File: config.mk
export PLATFORM = sky130hd
export DESIGN_NAME = exp_arbiter
export DESIGN_NICKNAME = d
export VERILOG_FILES = /design/src/rtl/exp_arbiter.sv
export SDC_FILE = /design/constraint.sdc
export NUM_CORES = 1
export LEC_CHECK = 0
export BUFFER_PORTS_ARGS = -buffer_cell sky130_fd_sc_hd__buf_2
export CAP_MARGIN = 20
export CORE_ASPECT_RATIO = 1.4
export CORE_UTILIZATION = 47
export DETAILED_ROUTE_END_ITERATION = 10
export PLACE_DENSITY = 0.76
export SLEW_MARGIN = 20
export SYNTH_ARGS = -nofsm -noshare
export SYNTH_HDL_FRONTEND = slang
export SYNTH_SLANG_ARGS = --single-unit
File: constraint.sdc
create_clock -name clk -period 1.9 [get_ports clk]
set_input_delay 0.57 -clock clk [delete_from_list [all_inputs] [get_ports clk]]
set_output_delay 0.57 -clock clk [all_outputs]
set_load 0.005 [all_outputs]
File: src/rtl/exp_arbiter.sv
`default_nettype none
// ============================================================================
//  Module      : exp_arbiter
//  Description : Two-requester round-robin front end for a single shared Exp
//                engine. One request is selected per job and its operand is
//                latched. The job is issued to the engine and its reply is
//                awaited under a watchdog timeout. The result then goes back
//                to the owning requester.
//  Revision    : 1.0 - initial release
// ----------------------------------------------------------------------------
//  Parameters
//    TIMEOUT    : maximum WAIT cycles without eng_done before abort (1..255)
//  Ports
//    clk        : clock, rising edge
//    rst        : asynchronous reset, active low
//    req0/req1  : level requests, held by the requester until its done pulse
//    x0/x1      : 16-bit operands of requester 0 / 1
//    gnt0/gnt1  : one-cycle grant pulse, coincident with eng_start
//    done0/done1: one-cycle completion pulse to the job owner
//    y          : 21-bit result of the last completed job (0 on timeout)
//    err        : set when the last completed job timed out
//    busy       : high whenever a job is in flight (not IDLE)
//    eng_start  : one-cycle start pulse to the engine
//    eng_x      : operand presented to the engine, stable for the whole job
//    eng_done   : engine completion pulse
//    eng_y      : engine result, valid with eng_done
// ============================================================================
module exp_arbiter #(
    parameter int unsigned TIMEOUT = 255
) (
    input  logic        clk,
    input  logic        rst,
    input  logic        req0,
    input  logic [15:0] x0,
    input  logic        req1,
    input  logic [15:0] x1,
    output logic        gnt0,
    output logic        gnt1,
    output logic        done0,
    output logic        done1,
    output logic [20:0] y,
    output logic        err,
    output logic        busy,
    output logic        eng_start,
    output logic [15:0] eng_x,
    input  logic        eng_done,
    input  logic [20:0] eng_y
);

    // Last WAIT cycle count before the job is declared lost.
    localparam logic [7:0] c_TIMER_LAST = 8'(TIMEOUT - 1);

    typedef enum logic [1:0] {
        ST_IDLE  = 2'd0,
        ST_ISSUE = 2'd1,
        ST_WAIT  = 2'd2,
        ST_RESP  = 2'd3
    } state_t;

    state_t     r_state;
    logic       r_owner;   // requester that owns the job in flight
    logic       r_last;    // requester served most recently
    logic [7:0] r_timer;   // WAIT cycles elapsed without a reply

    logic w_any_req;
    logic w_pick;

    // A lone requester wins outright; on a tie the one not served last wins.
    assign w_any_req = req0 | req1;
    assign w_pick    = (req0 & req1) ? ~r_last : req1;

    always_ff @(posedge clk or negedge rst) begin
        if (!rst) begin
            r_state   <= ST_IDLE;
            r_owner   <= 1'b0;
            r_last    <= 1'b1;   // requester 0 wins the first tie
            r_timer   <= 8'd0;
            gnt0      <= 1'b0;
            gnt1      <= 1'b0;
            done0     <= 1'b0;
            done1     <= 1'b0;
            y         <= 21'd0;
            err       <= 1'b0;
            busy      <= 1'b0;
            eng_start <= 1'b0;
            eng_x     <= 16'd0;
        end else begin
            // Pulses default low; each is raised for exactly one state.
            gnt0      <= 1'b0;
            gnt1      <= 1'b0;
            done0     <= 1'b0;
            done1     <= 1'b0;
            eng_start <= 1'b0;

            case (r_state)
                ST_IDLE: begin
                    if (w_any_req) begin
                        r_owner   <= w_pick;
                        eng_x     <= w_pick ? x1 : x0;
                        gnt0      <= ~w_pick;
                        gnt1      <= w_pick;
                        eng_start <= 1'b1;
                        busy      <= 1'b1;
                        r_state   <= ST_ISSUE;
                    end
                end

                ST_ISSUE: begin
                    r_timer <= 8'd0;
                    r_state <= ST_WAIT;
                end

                ST_WAIT: begin
                    // A reply on the final timeout cycle still counts as valid.
                    if (eng_done) begin
                        y       <= eng_y;
                        err     <= 1'b0;
                        done0   <= ~r_owner;
                        done1   <= r_owner;
                        r_state <= ST_RESP;
                    end else if (r_timer == c_TIMER_LAST) begin
                        y       <= 21'd0;
                        err     <= 1'b1;
                        done0   <= ~r_owner;
                        done1   <= r_owner;
                        r_state <= ST_RESP;
                    end else begin
                        r_timer <= r_timer + 8'd1;
                    end
                end

                ST_RESP: begin
                    r_last  <= r_owner;
                    busy    <= 1'b0;
                    r_state <= ST_IDLE;
                end

                default: begin
                    busy    <= 1'b0;
                    r_state <= ST_IDLE;
                end
            endcase
        end
    end

endmodule
`default_nettype wire

==> results.py, run 1 <==
metrics = {
    "global_route": {
        "track_usage_pct": 19.6,
        "overflow": 0,
        "first_global_vias": 1778,
        "grt_max_degree": 57,
        "grt_pass1_wl_um": 8250,
        "antenna_found_initial": 0,
    },
    "yosys": {
        "synth-seq-cells": 56,
        "syn_nets": 261,
        "ys_seq_area_share_pct": 58.7,
        "syn_inst": 197,
        "synth.area.top_cells": "dfrtp_1 58%, mux2i_1 9.2%, a22o_1 7.7%, nand2_1 3.9%, o21ai_0 3.4%",
        "synthMuxAreaShare_pct": 10.2,
        "synth_top_cells_by_count": "55 x dfrtp_1, 25 x nand2_1, 22 x mux2i_1",
        "synth_area_um2": 2390,
        "synth_compound_area_share_pct": 14.5,
        "synth_top_family_by_area": "compound AO/OA/AOI/OAI gates",
        "synth_top_area_cell": "dfrtp_1",
        "synth_xor_area_share_pct": 0.733,
        "synth_flop_cell": "dfrtp_1",
        "synthSimpleGateAreaFrac_pct": 8.85,
        "synth_edf_count": 0,
        "yosysUniqueCellTypes": 33,
        "async_reset_ff_share_pct": 100,
        "synth_adder_area_share_pct": 3.14,
        "yosysMostFrequentCell": "dfrtp_1",
        "syn_avg_cell_area_um2": 12.1,
        "synth_top_cell_area_share_pct": 57.6,
        "yosys_warnings": 0,
    },
    "floorplan": {
        "die_w_um": 62.3,
        "core_area_um2": 4880,
        "fp.dieArea_um2": 5380,
        "rows": 30,
        "die_h_um": 86.4,
        "floorplan.initialDensity_pct": 48.9,
        "io_pins": 102,
    },
    "clocking": {
        "cts_buffers": 5,
        "cts.clk_slew.worst_paths_ns": 0.09,
        "root_buffer": "clkbuf_8",
        "cts.sinks": 56,
        "cts_tree": "built",
        "clk_path_buf_depth": 2,
        "clock_latency_ns": 0.30,
        "cts.htree.levels": 2,
        "cts_setup_buffers": 0,
    },
    "job": {
        "drv_cap": 0,
    },
    "finish": {
        "diodes": 0,
        "areaGrowthSynthToFinish_pct": 29.5,
        "final_nets": 364,
        "drive_gt1_share_pct": 40.9,
    },
    "power_and_ir_drop": {
        "p_seq_share_pct": 45.4,
        "power.density_nw_per_um2": 1410,
        "p_leak_uw": 0.00168,
        "sw_frac_of_total_pct": 33.0,
        "power_frac_clock_pct": 17.3,
        "power_frac_comb_pct": 37.3,
        "internal_power_uw": 2930,
        "p_total_uw": 4360,
        "netSwitchingPower_uw": 1440,
        "ir_drop_mv": 0.608,
    },
    "worst_setup_path": {
        "critPathSlowestCell": "dfrtp_1",
        "critPathLaunchType": "flip-flop",
        "crit_path_max_fanout": 23,
        "crit_buf_inv": 1,
        "reg2reg_setup_slack_ns": 0.22,
        "cp_top_family": "simple AND/OR/NAND/NOR gates",
        "worst-endpoint-arrival_ns": 1.92,
        "cp.required_ns": 2.14,
        "cp-end-kind": "flip-flop",
        "crit_chain": "inv_1, ha_1, and3_1, a21oi_2, nand2b_4, a22o_1",
        "cp_slowest_stage_delay_ns": 0.41,
        "worstSetupPathType": "flip-flop to flip-flop",
    },
    "place": {
        "portBuffers": 101,
        "dpl.hpwl_um": 3570,
        "gp_congestion": 0.760,
    },
    "timing": {
        "rsz0062_at_grt": "false",
        "period_minus_slack_ns": 1.68,
        "tightest_slew_ns": 0.352,
        "final_max_slew_viol_count": 0,
        "clock_skew_ns": 0.00284,
        "setup_viol": 0,
        "finalCritPeriodShare_pct": 88.3,
        "finalHoldViolCount": 0,
        "tns_ns": 0,
        "slew_headroom_pct": 76.6,
        "fmax_ghz": 0.596,
    },
    "detailed_routing": {
        "vias": 1835,
        "wl_um": 4890,
        "dr.first_iter.drc_count": 71,
        "antenna_left": 0,
        "firstDrtPassIters": 4,
        "drc": 0,
        "viasPerCell": 5.03,
        "wl_per_cell_um": 13.4,
    },
    "min_path": {
        "hold_path.class": "primary input to async pin",
    },
    "outcome": {
        "status": "finished clean",
    },
}
[per-layer routing]
metal	part of all wire (%)	vias up	GRT usage (%)
li1	-	896	-
met1	42	876	24.5
met2	52	54	33.3
met3	3.5	9	3.68
met4	1.8	0	9.09
met5	0	-	0
[registers in the layout (all words and copies together), names as in the netlist, 2 cells and up]
signal,cells
r_state,2
eng_x,16
r_timer,8
y,21
[cells in the final DEF, fill, tap and decap left out, types with 2 or more instances in the layout]
master      n
a22o_1     21
and2_1      3
buf_12      2
buf_2     101
buf_4       4
clkbuf_8    5
dfrtp_1    55
ha_1        6
inv_1       6
mux2_2      2
mux2i_1    22
nand2_1    25
nand3_1     3
nand4_1     2
nor2_1      5
o21ai_0    16
xor2_1      2
[per-stage QoR]
step           cell area (um2)  setup WS (ns)  utilization [%]  hold WS (ns)  cells
6_report                  3090          0.223             63.4         0.245    365
5_1_grt                   3090         0.0449             63.4         0.270    365
4_1_cts                   3090          0.185             63.3         0.256    365
3_5_place_dp              2980          0.180             61.1         0.466    357
3_3_place_gp              2980          0.264             61.1         0.453    357
2_1_floorplan             2390          0.298                -         0.274    197
[worst paths after layout]
path                            start          to  cells after the start
max in group asynchronous         rst      r_last                      2
hold reg to reg             eng_x[11]   eng_x[11]                      2
setup / recovery           r_timer[0]       y[18]                      6
hold / removal                    rst  r_timer[3]                      2
min in group clk             eng_y[8]        y[8]                      2
setup reg to reg           r_timer[0]       y[18]                      6
[area by class of cell]
| class | instances | area, um2 |
|---|---|---|
| clock buffers | 6 | 72.6 |
| clock inverters | 2 | 35.0 |
| fillers | 422 | 1790 |
| multi-input cells | 124 | 905 |
| well taps | 64 | 80.1 |
| inverters | 6 | 22.5 |
| flip-flops and latches | 56 | 1400 |
| repair buffers | 107 | 576 |
[what timing repair did]
action,CTS,global route
resized for setup,0,1
hold buffers,0,0
endpoints found under the hold margin,0,0
setup endpoints to repair,0,1
[power by group through the flow]
stage,combinational (uW),clock [uW],sequential (uW)
2_1_floorplan,913,0,2020
6_report,1630,756,1980
3_5_place_dp,1650,0,2010
4_1_cts,1660,788,1980
3_3_place_gp,1580,0,1990
5_1_grt,1830,829,2050
[logic make-up (layout without fill, tap and decap cells)]
family          after synthesis  in the layout
buf+inv                      17            121
xor+xnor                      2              2
simple gates                 44             44
compound gates               48             48
mux                          24             24
flops                        56             56
fa+ha+maj                     6              6
(Power assumes the default switching activity.)
==> run 2, diff against run 1 <==
Settings changed: HOLD_SLACK_MARGIN set to 0.05, MAX_ROUTING_LAYER set to met4, PLACE_DENSITY 0.76 to 0.89.
==> run 2 against run 1 <==
  * Sequential share of layout area increased by 0.17 points
  * Count of clock-buffer cells in the layout increased by 1
  * Largest power group unchanged
  * Register-to-register slack got worse by 0.02 ns
  * Highest routed layer unchanged
  * Worst setup slack got worse by 0.020 ns
==> results.py, run 2 (same netlist as run 1, synthesis figures left out) <==
metrics = {
    "detailed_routing": {
        "wl_um": 4790,
        "viasPerCell": 5.13,
        "drc": 0,
        "dr.first_iter.drc_count": 76,
        "firstDrtPassIters": 4,
        "wl_per_cell_um": 13.1,
        "antenna_left": 0,
        "vias": 1876,
    },
    "place": {
        "portBuffers": 101,
        "dp.cells": 358,
        "gp_congestion": 0.784,
        "dpl.hpwl_um": 3610,
    },
    "finish": {
        "drive_gt1_share_pct": 40.7,
        "multiInputGateArea_um2": 900,
        "final_common_cell": "buf_2",
        "largest_reg_flops": 21,
        "ff_latch_area_um2": 1400,
        "regMostFlops": "y",
        "top_regs": "y: 21 flops, eng_x: 16 flops, r_timer: 8 flops",
        "fillCellCount": 411,
        "diodes": 0,
        "areaGrowthSynthToFinish_pct": 29.0,
        "final_cell_count_no_fill": 366,
        "final_cell_mix": "101 x buf_2, 55 x dfrtp_1, 25 x nand2_1",
        "final_nets": 365,
        "utilization_pct": 63.2,
    },
    "floorplan": {
        "io_pins": 102,
        "die_h_um": 86.4,
        "die_w_um": 62.3,
        "core_area_um2": 4880,
        "floorplan.initialDensity_pct": 48.9,
        "rows": 30,
        "fp.dieArea_um2": 5380,
    },
    "clocking": {
        "clk_path_buf_depth": 2,
        "cts.sinks": 56,
        "post_cts_resized": 0,
        "cts_buffers": 5,
        "root_buffer": "clkbuf_8",
        "cts_tree": "built",
        "cts.htree.levels": 2,
        "cts.clk_slew.worst_paths_ns": 0.10,
        "clock_latency_ns": 0.30,
        "hold_buffers": 0,
        "cts_setup_buffers": 0,
    },
    "timing": {
        "rsz0062_at_grt": "false",
        "whs_ns": 0.240,
        "slew_headroom_pct": 74.6,
        "finalCritPeriodShare_pct": 89.3,
        "setup_viol": 0,
        "tns_ns": 0,
        "tightest_slew_ns": 0.379,
        "clock_skew_ns": 0.0103,
        "fmax_ghz": 0.589,
        "period_minus_slack_ns": 1.70,
        "finalHoldViolCount": 0,
        "final_max_slew_viol_count": 0,
    },
    "power_and_ir_drop": {
        "power_frac_comb_pct": 38.2,
        "power.density_nw_per_um2": 1390,
        "p_seq_share_pct": 46.6,
        "p_leak_uw": 0.00168,
        "netSwitchingPower_uw": 1440,
        "ir_drop_mv": 0.559,
        "internal_power_uw": 2840,
        "power_frac_clock_pct": 15.3,
        "sw_frac_of_total_pct": 33.7,
    },
    "global_route": {
        "overflow": 0,
        "first_global_vias": 1789,
        "grt_max_degree": 57,
        "track_usage_pct": 19.2,
        "antenna_found_initial": 0,
        "grt_pass1_wl_um": 7870,
    },
    "worst_setup_path": {
        "worstSetupPathType": "flip-flop to flip-flop",
        "crit_path_max_fanout": 5,
        "cp-end-kind": "flip-flop",
        "cp-startpoint": "r_timer[0]",
        "cp.required_ns": 2.12,
        "r2r_start": "r_timer[0]",
        "worst-endpoint-arrival_ns": 1.92,
        "critPathLaunchType": "flip-flop",
    },
    "outcome": {
        "status": "finished clean",
    },
    "job": {
        "drv_cap": 0,
    },
    "min_path": {
        "hold_path.class": "primary input to async pin",
    },
}
-- run 2: changes by cell type in the layout (fill, tap and decap cells not counted), sizes merged --
| cell | previous run | this run |
|---|---|---|
| clkinvlp | 0 | 1 |
| clkbuf | 6 | 7 |
| buf | 107 | 108 |
| clkinv | 1 | 0 |
| bufinv | 1 | 0 |
-- run 2: per-stage QoR --
stage	worst slack [ns]	area (um2)	power (uW)
after floorplan	0.298	2390	2940
after global placement	0.283	2990	3580
after detailed placement	0.202	2990	3670
after CTS	0.190	3080	4330
after global routing	0.0600	3080	4630
final	0.203	3080	4280
-- run 2: final timing paths --
kind	cells after the start	slack (ns)	endpoint
min in group clk	2	0.47	y[14]
max in group asynchronous	2	1.36	r_last
max	6	0.20	r_timer[7]
min	2	0.24	y[5]
min reg2reg	2	0.48	eng_x[0]
max reg2reg	6	0.20	r_timer[7]
-- run 2: power groups by stage --
stage               Clock (uW)  Sequential (uW)  Combinational [uW]
floorplan                    0             2020                 913
global placement             0             1990                1590
detailed placement           0             2010                1660
CTS                        672             1990                1660
global route               727             2060                1840
finish                     653             1990                1630
-- run 2: area by class of cell --
cell class	instances	share of cell area, %
clock buffer	7	2.80
clock inverter	1	0.244
inverter	6	0.731
multi-input combinational	124	29.2
sequential	56	45.5
tap	64	2.60
timing repair buffer	108	18.9
-- run 2: critical path: stages (launching register included) --
cell and delay (ns):
dfrtp_1 0.41, inv_1 0.06, ha_1 0.19, and3_1 0.19, a211oi_1 0.39, and2_1 0.20, mux2i_1 0.18
-- run 2: routing by layer --
metal	track usage, %	routed length (um)
met1	20.3	1940
met2	35.4	2570
met3	3.95	198
met4	6.98	83
met5	-	0
==> run 3, diff against run 2 <==
==> constraint.sdc (replaced) <==
create_clock -name clk -period 1.9 [get_ports clk]
set_input_delay 0.095 -clock clk [delete_from_list [all_inputs] [get_ports clk]]
set_output_delay 0.095 -clock clk [all_outputs]
set_load 0.005 [all_outputs]
==> run 3 against run 2 <==
  * Count of clock-buffer cells in the layout down 1
  * Largest cell class unchanged
  * Sequential power about the same
  * Final cell count up 6.3%
  * Core utilization up 5.1 points
  * Sequential cell count unchanged
  * Global-route usage up 2.5 points
  * Critical path type unchanged
  * Largest power group unchanged
  * First-iteration DRC count up 62%
  * Critical path depth unchanged
  * Clock power up 22%
==> results.py, run 3 (same netlist as run 1, synthesis figures left out) <==
metrics = {
    "outcome": {
        "status": "finished clean",
    },
    "finish": {
        "drive_gt1_share_pct": 37.8,
        "regMostFlops": "y",
        "top_regs": "y: 21 flops, eng_x: 16 flops, r_timer: 8 flops",
        "final_common_cell": "buf_2",
        "areaGrowthSynthToFinish_pct": 39.4,
        "largest_reg_flops": 21,
        "utilization_pct": 68.2,
        "diodes": 0,
        "final_cell_mix": "101 x buf_2, 55 x dfrtp_1, 25 x nand2_1",
        "final_nets": 388,
    },
    "worst_setup_path": {
        "crit_buf_inv": 1,
        "cp-end-kind": "flip-flop",
        "worst-endpoint-arrival_ns": 1.93,
        "crit_path_max_fanout": 5,
        "cp_top_family": "flip-flops",
        "reg2reg_setup_slack_ns": 0.20,
        "crit_chain": "inv_1, ha_1, and3_1, a211oi_1, and2_1, mux2i_1",
        "worstSetupPathType": "flip-flop to flip-flop",
        "cp.required_ns": 2.13,
        "critPathSlowestCell": "dfrtp_1",
        "critPathLaunchType": "flip-flop",
        "cp_slowest_stage_delay_ns": 0.42,
    },
    "clocking": {
        "root_buffer": "clkbuf_8",
        "cts_buffers": 5,
        "cts.sinks": 56,
        "post_cts_resized": 0,
        "cts.clk_slew.worst_paths_ns": 0.10,
        "cts.htree.levels": 2,
        "clk_path_buf_depth": 2,
        "cts_tree": "built",
        "clock_latency_ns": 0.30,
    },
    "floorplan": {
        "fp.dieArea_um2": 5380,
        "floorplan.initialDensity_pct": 48.9,
        "rows": 30,
        "die_w_um": 62.3,
        "core_area_um2": 4880,
        "io_pins": 102,
        "die_h_um": 86.4,
    },
    "timing": {
        "finalCritPeriodShare_pct": 89.4,
        "final_max_slew_viol_count": 0,
        "finalHoldViolCount": 0,
        "setup_ws_ns": 0.201,
        "fmax_ghz": 0.589,
        "period_minus_slack_ns": 1.70,
        "clock_skew_ns": 0.00624,
        "setup_viol": 0,
        "tns_ns": 0,
        "tightest_slew_ns": 0.640,
        "rsz0062_at_grt": "false",
        "slew_headroom_pct": 57.3,
    },
    "detailed_routing": {
        "wl_um": 5410,
        "viasPerCell": 5.04,
        "wl_per_cell_um": 13.9,
        "dr.first_iter.drc_count": 123,
        "drc": 0,
        "vias": 1961,
        "antenna_left": 0,
        "firstDrtPassIters": 4,
    },
    "place": {
        "gp_congestion": 0.760,
        "portBuffers": 101,
        "pre_cts_ws_ns": 0.181,
        "dpl.hpwl_um": 3790,
    },
    "global_route": {
        "first_global_vias": 1887,
        "overflow": 0,
        "track_usage_pct": 21.7,
        "grt_pass1_wl_um": 8780,
        "antenna_found_initial": 0,
        "grt_max_degree": 30,
    },
    "power_and_ir_drop": {
        "p_leak_uw": 0.00179,
        "power.density_nw_per_um2": 1340,
        "ir_drop_mv": 0.723,
        "p_total_uw": 4460,
    },
    "job": {
        "drv_cap": 0,
    },
    "min_path": {
        "hold_path.class": "primary input to flip-flop",
    },
}
==> run 3: path summary, 6_finish.rpt <==
check / startpoint / to / cells past startpoint
max in group asynchronous: rst / r_last / 3
max reg2reg: r_timer[0] / r_timer[7] / 6
min in group asynchronous: rst / y[9] / 2
max: r_timer[0] / r_timer[7] / 6
min: x0[12] / eng_x[12] / 3
min reg2reg: eng_x[0] / eng_x[0] / 2
==> run 3: worst min-delay path: cells and delay by family <==
family,cells,cell delay [ns]
muxes,1,0.05
AOI/OAI and AO/OA,1,0.11
buffers and inverters,1,0.07
==> run 3: per-layer routing <==
metal	share of wire (%)	vias to the layer above	wire length [um]	track usage, %
met4	3.2	0	171	11.0
li1	-	949	-	-
met3	3.5	16	189	3.16
met5	0	-	0	-
met2	55	59	2980	37.8
met1	38	937	2070	24.4
==> run 3: area by class of cell <==
cell class | count | area (um2)
multi-input combinational | 124 | 900
tap | 64 | 80.1
inverter | 6 | 22.5
fill | 361 | 1550
sequential | 56 | 1400
timing repair buffer | 131 | 803
clock inverter | 2 | 38.8
clock buffer | 6 | 82.6
==> run 3: timing repair <==
action                                  in CTS  in global routing
endpoints found under the setup margin       0                  0
hold buffers                                24                  0
buffers inserted                             0                  0
endpoints found under the hold margin       50                  0
==> run 3: through the flow <==
step                      std cells  hold WS (ns)  area (um2)
after detailed placement        357         0.155        2970
after global placement          357         0.141        2970
after floorplan                 197        -0.201        2390
after CTS                       389        0.0730        3330
after global routing            389        0.0733        3330
final                           389        0.0655        3330
==> run 3: where the power goes <==
| group | switching (uW) | internal [uW] |
|---|---|---|
| clock network | 366 | 431 |
| logic | 810 | 860 |
| registers | 296 | 1700 |
